### config.mk
export PLATFORM = sky130hd
export DESIGN_NAME = crc_check_receiver
export DESIGN_NICKNAME = d
export VERILOG_FILES = /design/src/rtl/crc_check_receiver.sv
export SDC_FILE = /design/constraint.sdc
export NUM_CORES = 1
export LEC_CHECK = 0
export BUFFER_PORTS_ARGS = -buffer_cell sky130_fd_sc_hd__buf_2
export CAP_MARGIN = 20
export CORE_MARGIN = 1
export CORE_UTILIZATION = 58
export CTS_BUF_LIST = sky130_fd_sc_hd__clkbuf_4 sky130_fd_sc_hd__clkbuf_8
export CTS_CLUSTER_DIAMETER = 150
export DETAILED_ROUTE_END_ITERATION = 8
export PLACE_DENSITY = 0.89
export SLEW_MARGIN = 20
export SYNTH_ARGS = -nofsm -noshare
export SYNTH_HDL_FRONTEND = slang
export SYNTH_SLANG_ARGS = --single-unit
### constraint.sdc
create_clock -name clk -period 1.9 [get_ports clk]
set_input_delay 0.19 -clock clk [delete_from_list [all_inputs] [get_ports clk]]
set_output_delay 0.19 -clock clk [all_outputs]
set_load 0.005 [all_outputs]
### src/rtl/crc_check_receiver.sv
// crc_check_receiver
//   Receive-side CRC checker. Takes one codeword, {message, crc}, with the MSB
//   processed first. It runs the codeword through a zero-initialised,
//   non-reflected serial LFSR, one bit per clock. It then reports:
//     - the recovered message,
//     - the remainder (syndrome),
//     - a pass flag that is set when the syndrome is zero.
//   Only one codeword is in flight at a time. Both sides use valid/ready.
// Ports
//   clk          rising-edge clock
//   reset        async active-low reset
//   in_valid     codeword_in holds a codeword
//   in_ready     idle, can accept a codeword
//   codeword_in  {message[DATA_W], crc[CRC_W]}, MSB first
//   out_valid    data_out/syndrome/crc_ok valid
//   out_ready    consumer takes the result
//   data_out     recovered message
//   syndrome     LFSR remainder over the whole codeword
//   crc_ok       syndrome == 0
//   busy         not idle
module crc_check_receiver #(
  parameter int                DATA_W = 10,
  parameter int                CRC_W  = 8,
  parameter logic [CRC_W-1:0]  POLY   = 8'h07
) (
  input  logic                       clk,
  input  logic                       reset,
  input  logic                       in_valid,
  output logic                       in_ready,
  input  logic [DATA_W+CRC_W-1:0]    codeword_in,
  output logic                       out_valid,
  input  logic                       out_ready,
  output logic [DATA_W-1:0]          data_out,
  output logic [CRC_W-1:0]           syndrome,
  output logic                       crc_ok,
  output logic                       busy
);
  localparam int CW    = DATA_W + CRC_W;
  localparam int CNT_W = $clog2(CW + 1);

  typedef enum logic [1:0] {IDLE, SHIFT, DONE} state_t;

  state_t             r_state, w_state_nxt;
  logic [CW-1:0]      r_sr;
  logic [CRC_W-1:0]   r_lfsr;
  logic [CNT_W-1:0]   r_cnt;
  // The shift register consumes the message bits, so keep a copy for data_out.
  logic [DATA_W-1:0]  r_msg;

  logic               w_accept, w_last, w_take, w_fb;
  logic [CRC_W-1:0]   w_lfsr_nxt;

  assign w_accept   = in_valid & in_ready;
  assign w_take     = out_valid & out_ready;
  assign w_last     = (r_state == SHIFT) && (r_cnt == CNT_W'(CW - 1));
  assign w_fb       = r_lfsr[CRC_W-1] ^ r_sr[CW-1];
  assign w_lfsr_nxt = {r_lfsr[CRC_W-2:0], 1'b0} ^ (w_fb ? POLY : '0);

  always_ff @(posedge clk or negedge reset) begin
    if (!reset) r_state <= IDLE;
    else        r_state <= w_state_nxt;
  end

  always_comb begin
    w_state_nxt = r_state;
    in_ready    = 1'b0;
    out_valid   = 1'b0;
    busy        = 1'b1;
    case (r_state)
      IDLE: begin
        in_ready = 1'b1;
        busy     = 1'b0;
        if (w_accept) w_state_nxt = SHIFT;
      end
      SHIFT: if (w_last) w_state_nxt = DONE;
      DONE: begin
        out_valid = 1'b1;
        if (w_take) w_state_nxt = IDLE;
      end
      default: w_state_nxt = IDLE;
    endcase
  end

  always_ff @(posedge clk or negedge reset) begin
    if (!reset) begin
      r_sr     <= '0;
      r_lfsr   <= '0;
      r_cnt    <= '0;
      r_msg    <= '0;
      data_out <= '0;
      syndrome <= '0;
      crc_ok   <= 1'b0;
    end else if (w_accept) begin
      r_sr   <= codeword_in;
      r_lfsr <= '0;
      r_cnt  <= '0;
      r_msg  <= codeword_in[CW-1:CRC_W];
    end else if (r_state == SHIFT) begin
      r_sr   <= r_sr << 1;
      r_lfsr <= w_lfsr_nxt;
      r_cnt  <= r_cnt + 1'b1;
      // Result registers change only here, so they hold through DONE and after.
      if (w_last) begin
        data_out <= r_msg;
        syndrome <= w_lfsr_nxt;
        crc_ok   <= (w_lfsr_nxt == '0);
      end
    end
  end
endmodule

==> flow_metrics.py, run 1 <==
metrics = {
    "outcome": {
        "status": "complete, no violations",
    },
    "global_routing": {
        "overflow": 0,
        "first_global_vias": 1831,
        "grt_antenna_before_repair": 0,
        "grt_max_degree": 63,
        "grt_pass1_wl_um": 8660,
        "grt_usage_pct": 23.9,
    },
    "drt": {
        "via_per_inst": 5.53,
        "drt_iter0_drc": 141,
        "firstDrtPassIters": 5,
        "drc": 0,
        "wirelength_um": 5080,
        "ant_nets": 0,
        "vias": 1830,
        "detail_route.wl_per_cell_um": 15.3,
    },
    "logic_synthesis": {
        "ys_ff_latch": 62,
        "yosysUniqueCellTypes": 28,
        "yosysWarnings": 0,
        "synth_fp_nets": 251,
        "synth_top_area_cell": "dfrtp_1",
        "synth_ff_type": "dfrtp_1",
        "synth_area_sq_um": 2620,
        "ys_async_sr_fraction_pct": 100,
        "syn_area_per_cell_sq_um": 11.6,
        "yosysSeqAreaShare_pct": 59.3,
        "synth.area.top_cells": "dfrtp_1, nand2_1, mux2i_1",
        "synth_edf_count": 0,
        "synth_top_area_share_pct": 59.3,
        "synthCells": 226,
    },
    "floorplanning": {
        "rows": 24,
        "coreArea_sq_um": 4350,
        "initial_core_util_pct": 60.1,
        "ios": 44,
        "die_area_sq_um": 4780,
        "die_h_um": 69.2,
        "die_x_um": 69.2,
    },
    "clock_network": {
        "clock_latency_ns": 0.34,
        "cts_buffer_depth": 2,
        "root_buffer": "clkbuf_8",
        "h-tree-depth": 3,
        "cts.sinks": 62,
        "cts_resized": 0,
        "cts_setup_buffers": 0,
        "cts_tree": "yes",
        "path_clk_slew_ns": 0.07,
        "cts-buffers-inserted": 9,
    },
    "sta": {
        "fin_crit_ns": 1.65,
        "hold_viol": 0,
        "fin_crit_sh_pct": 86.8,
        "fmax_mhz": 606,
        "setup_viol": 0,
        "setup_tns_ns": 0,
        "worstMarginPinSlew_ns": 0.614,
        "worst_clock_skew_ns": 0.00836,
        "maxSlewViolCount": 0,
        "slew_headroom_pct": 59.0,
        "rsz0062_at_grt": "false",
    },
    "place": {
        "globalplace.congestion": 0.795,
        "dp_hpwl_um": 3190,
        "port_buffers": 43,
    },
    "setup_path": {
        "cp_cell_sequence": "or3b_2, nand3_1, o21ai_0",
        "crit_start": "r_state[0]",
        "cp.required_ns": 2.09,
        "crit_buf_inv": 0,
        "start_kind": "flop",
        "worstPathArrival_ns": 1.84,
        "cp_slowest_cell": "or3b_2",
        "path_class": "reg2reg",
        "timing.rr.start": "r_state[0]",
        "critPathTopFamily": "simple AND/OR/NAND/NOR gates",
        "max_stage_delay_ns": 0.73,
        "cp_max_fo": 22,
        "crit_path_end_kind": "flop",
    },
    "finish": {
        "mostFrequentLayoutCells": "nand2_1, dfrtp_1, buf_2",
        "nets": 300,
        "mostFrequentLayoutCell": "nand2_1",
        "drive_gt1_share_pct": 30.5,
        "area_growth_pct": 19.9,
        "diodes": 0,
    },
    "power": {
        "p_total_w": 0.00529,
        "p_per_area_nw_per_um2": 1690,
        "leakage_nw": 1.70,
        "vdd_drop_max_mv": 0.992,
    },
    "hold_path": {
        "hold_class": "in2reg",
        "worstHoldStart": "codeword_in[0]",
    },
    "job": {
        "cap_viol_max_count": 0,
    },
}
## sequential cells by signal (all words and copies together), names as in the netlist
register,cells
r_sr,18
r_cnt,5
r_msg,10
r_lfsr,8
syndrome,8
r_state,2
data_out,10
crc_ok,1
## where the power goes
part / total [W] / switching (W) / internal (W)
Clock: 0.00145 / 0.000478 / 0.000972
Sequential: 0.00227 / 0.000377 / 0.00190
Combinational: 0.00157 / 0.000796 / 0.000774
## synth_stat cells, types with 3 or more instances
cell	instances
nand3_1	9
nand4_1	3
mux2_4	8
dfrtp_1	62
ha_1	3
buf_2	6
mux2_2	9
a22oi_1	7
inv_1	4
o21ai_0	17
mux2i_1	12
nand2_1	63
## worst paths after layout
path / depth (start not counted) / to / slack [ns]
max: 3 / r_cnt[1] / 0.25
min: 3 / r_sr[0] / 0.04
max reg2reg: 3 / r_cnt[1] / 0.25
min reg2reg: 2 / r_sr[7] / 0.48
max in group asynchronous: 3 / syndrome[5] / 1.25
min in group asynchronous: 3 / r_msg[5] / 0.38
## tightest hold or removal path: stages
cell	delay [ns]
buf_2	0.07
nand2_1	0.04
nand2_1	0.04
## routing by layer
| metal | global-route usage, % | up-vias | wire, um |
|---|---|---|---|
| li1 | - | 866 | - |
| met1 | 30.7 | 910 | 2260 |
| met4 | 10.7 | 0 | 51 |
| met3 | 6.58 | 6 | 258 |
| met5 | 0 | - | 0 |
| met2 | 38.0 | 48 | 2510 |
## kinds of logic after synthesis
kind of cell | count (synthesis) | synth area share, %
AOI/OAI and AO/OA | 29 | 6.65
xor gates and xnor gates | 2 | 0.670
adders and majority gates | 3 | 1.43
buffers and inverters | 15 | 3.63
DFF | 62 | 59.3
muxes | 29 | 13.1
and+or+nand+nor | 86 | 15.3
## per-stage QoR
stage	cells	util, %	cell area [sq um]	setup slack, ns	hold slack (ns)
after floorplan	226	-	2620	0.401	-0.106
after global placement	315	65.9	2870	0.361	0.220
after detailed placement	315	65.9	2870	0.276	0.224
after CTS	331	72.0	3140	0.251	0.0381
after global routing	331	72.0	3140	0.173	0.0674
final	331	72.0	3140	0.251	0.0418
## final cells by class
cell class,instances,area [sq um]
sequential,62,1550
fill,294,1220
multi-input combinational,149,975
timing repair buffer,49,275
clock buffer,12,165
clock inverter,3,90.1
tap,52,65.1
inverter,4,15.0
## timing repair
action	4_1_cts	5_1_grt
hold endpoints to repair	62	0
hold buffers	1	0
endpoints found under the setup margin	0	0
(Power assumes the default switching activity.)
==> inputs of run 2 (changes only) <==
Settings changed: CORE_UTILIZATION 58 to 55, CTS_BUF_LIST sky130_fd_sc_hd__clkbuf_4 sky130_fd_sc_hd__clkbuf_8 to default, PLACE_DENSITY 0.89 to 0.85.
==> run 2 against run 1 <==
  * The run now ends with DRC left
  * Count of clock-buffer cells in the layout unchanged
  * Hold slack better by 0.0073 ns
  * First-iteration DRC count down 28%
  * Setup slack better by 0.023 ns
  * Sequential power about the same
  * Combinational power about the same
  * Core utilization down 4.0 points
==> flow_metrics.py, run 2 (synthesis results as in run 1) <==
metrics = {
    "setup_path": {
        "path_class": "reg2reg",
        "reg2reg_to": "r_cnt[1]",
        "cp_max_fo": 22,
        "max_stage_delay_ns": 0.73,
        "crit_buf_inv": 0,
        "cp_slowest_cell": "or3b_2",
        "critPathTopFamily": "simple AND/OR/NAND/NOR gates",
        "crit_start": "r_state[0]",
        "timing.rr.start": "r_state[0]",
        "cp_cell_sequence": "or3b_2, nand3_1, o21ai_0",
        "worstPathArrival_ns": 1.81,
        "reg2reg_setup_slack_ns": 0.27,
        "crit_path_end_kind": "flop",
        "cp.required_ns": 2.08,
        "reg2regPathDepth": 3,
        "start_kind": "flop",
    },
    "floorplanning": {
        "rows": 24,
        "ios": 44,
        "die_area_sq_um": 5040,
        "initial_core_util_pct": 58.5,
        "coreArea_sq_um": 4470,
        "die_x_um": 71.0,
        "die_h_um": 71.0,
    },
    "clock_network": {
        "h-tree-depth": 3,
        "cts_tree": "yes",
        "cts_buffer_depth": 2,
        "cts-buffers-inserted": 9,
        "root_buffer": "clkbuf_8",
        "clock_latency_ns": 0.33,
        "cts.sinks": 62,
        "cts_setup_buffers": 0,
        "path_clk_slew_ns": 0.06,
    },
    "finish": {
        "nets": 301,
        "area_growth_pct": 16.4,
        "registers.top_by_ff_count": "r_sr",
        "reg_top3": "r_sr (18), data_out (10), r_msg (10)",
        "mostFrequentLayoutCell": "nand2_1",
        "largest_register_ffs": 18,
        "diodes": 0,
        "mostFrequentLayoutCells": "nand2_1, dfrtp_1, buf_2",
        "fill_cells": 317,
        "drive_gt1_share_pct": 29.7,
    },
    "global_routing": {
        "first_global_vias": 1739,
        "grt_max_degree": 42,
        "grt_antenna_before_repair": 0,
        "overflow": 0,
        "grt_usage_pct": 21.9,
        "grt_pass1_wl_um": 8230,
    },
    "place": {
        "dp_hpwl_um": 3340,
        "globalplace.congestion": 0.762,
        "port_buffers": 43,
    },
    "sta": {
        "slew_headroom_pct": 60.4,
        "fin_crit_ns": 1.63,
        "fin_crit_sh_pct": 85.6,
        "hold_viol": 0,
        "fmax_mhz": 615,
        "setup_viol": 0,
        "setup_tns_ns": 0,
        "worst_clock_skew_ns": 0.00599,
        "worstMarginPinSlew_ns": 0.594,
        "rsz0062_at_grt": "false",
        "maxSlewViolCount": 0,
        "hold_ws_ns": 0.0490,
    },
    "drt": {
        "vias": 1806,
        "drt_iter0_drc": 102,
        "drc": 3,
        "ant_nets": 0,
        "wirelength_um": 5010,
        "via_per_inst": 5.46,
        "detail_route.wl_per_cell_um": 15.1,
        "firstDrtPassIters": 6,
    },
    "hold_path": {
        "hold_class": "in2reg",
        "holdPathEnd": "r_state[1]",
        "hold_depth": 2,
        "worstHoldStart": "out_ready",
    },
    "power": {
        "p_total_w": 0.00479,
        "vdd_drop_max_mv": 0.932,
        "p_per_area_nw_per_um2": 1570,
        "leakage_nw": 1.65,
    },
    "job": {
        "cap_viol_max_count": 0,
    },
    "outcome": {
        "status": "finished, violations left",
        "violations": "DRC",
    },
}
-- run 2: cell count changes in the layout (fill, tap and decap cells not counted), sizes merged --
cell	previous run	this run
buf	48	49
clkinv	0	2
bufinv	3	0
-- run 2: layer usage --
metal / global-route usage [%] / routed length (um) / vias up
li1: - / - / 860
met1: 29.4 / 2260 / 883
met2: 33.3 / 2390 / 52
met3: 5.70 / 244 / 11
met4: 10.7 / 111 / 0
met5: 0 / 0 / -
-- run 2: cell type report --
class | instances | area, sq um | area share [%]
Clock buffer | 12 | 145 | 4.77
Clock inverter | 2 | 10.0 | 0.329
Multi-Input combinational cell | 149 | 975 | 32.0
Sequential cell | 62 | 1550 | 51.0
Inverter | 4 | 15.0 | 0.493
Tap cell | 52 | 65.1 | 2.14
Timing Repair Buffer | 50 | 283 | 9.29
-- run 2: power by group --
part           leakage [nW]  internal, W  switching [W]  total (W)
Sequential            0.795      0.00190       0.000387    0.00228
Combinational         0.777     0.000781       0.000776    0.00156
Clock                0.0821     0.000490       0.000462   0.000952
Total                  1.65      0.00317        0.00163    0.00479
-- run 2: repair_timing --
item,CTS,global route
endpoints found under the hold margin,21,0
resized for setup,0,0
hold buffers,1,0
-- run 2: worst max-delay path by stage --
stage                     cells after the start  slack, ns          end
after global routing                          3       0.23     r_cnt[1]
after CTS                                     3       0.30     r_cnt[1]
after detailed placement                      3       0.34    r_lfsr[0]
after global placement                        3       0.38     r_cnt[1]
final                                         3       0.27     r_cnt[1]
after floorplan                               6       0.40  data_out[2]
-- run 2: per-stage QoR --
stage	cells	cell area [sq um]	worst slack [ns]	util [%]
floorplan	226	2620	0.401	-
global placement	316	2880	0.383	64.3
global route	331	3040	0.228	68.0
finish	331	3040	0.274	68.0
CTS	331	3040	0.300	68.0
detailed placement	316	2880	0.339	64.3
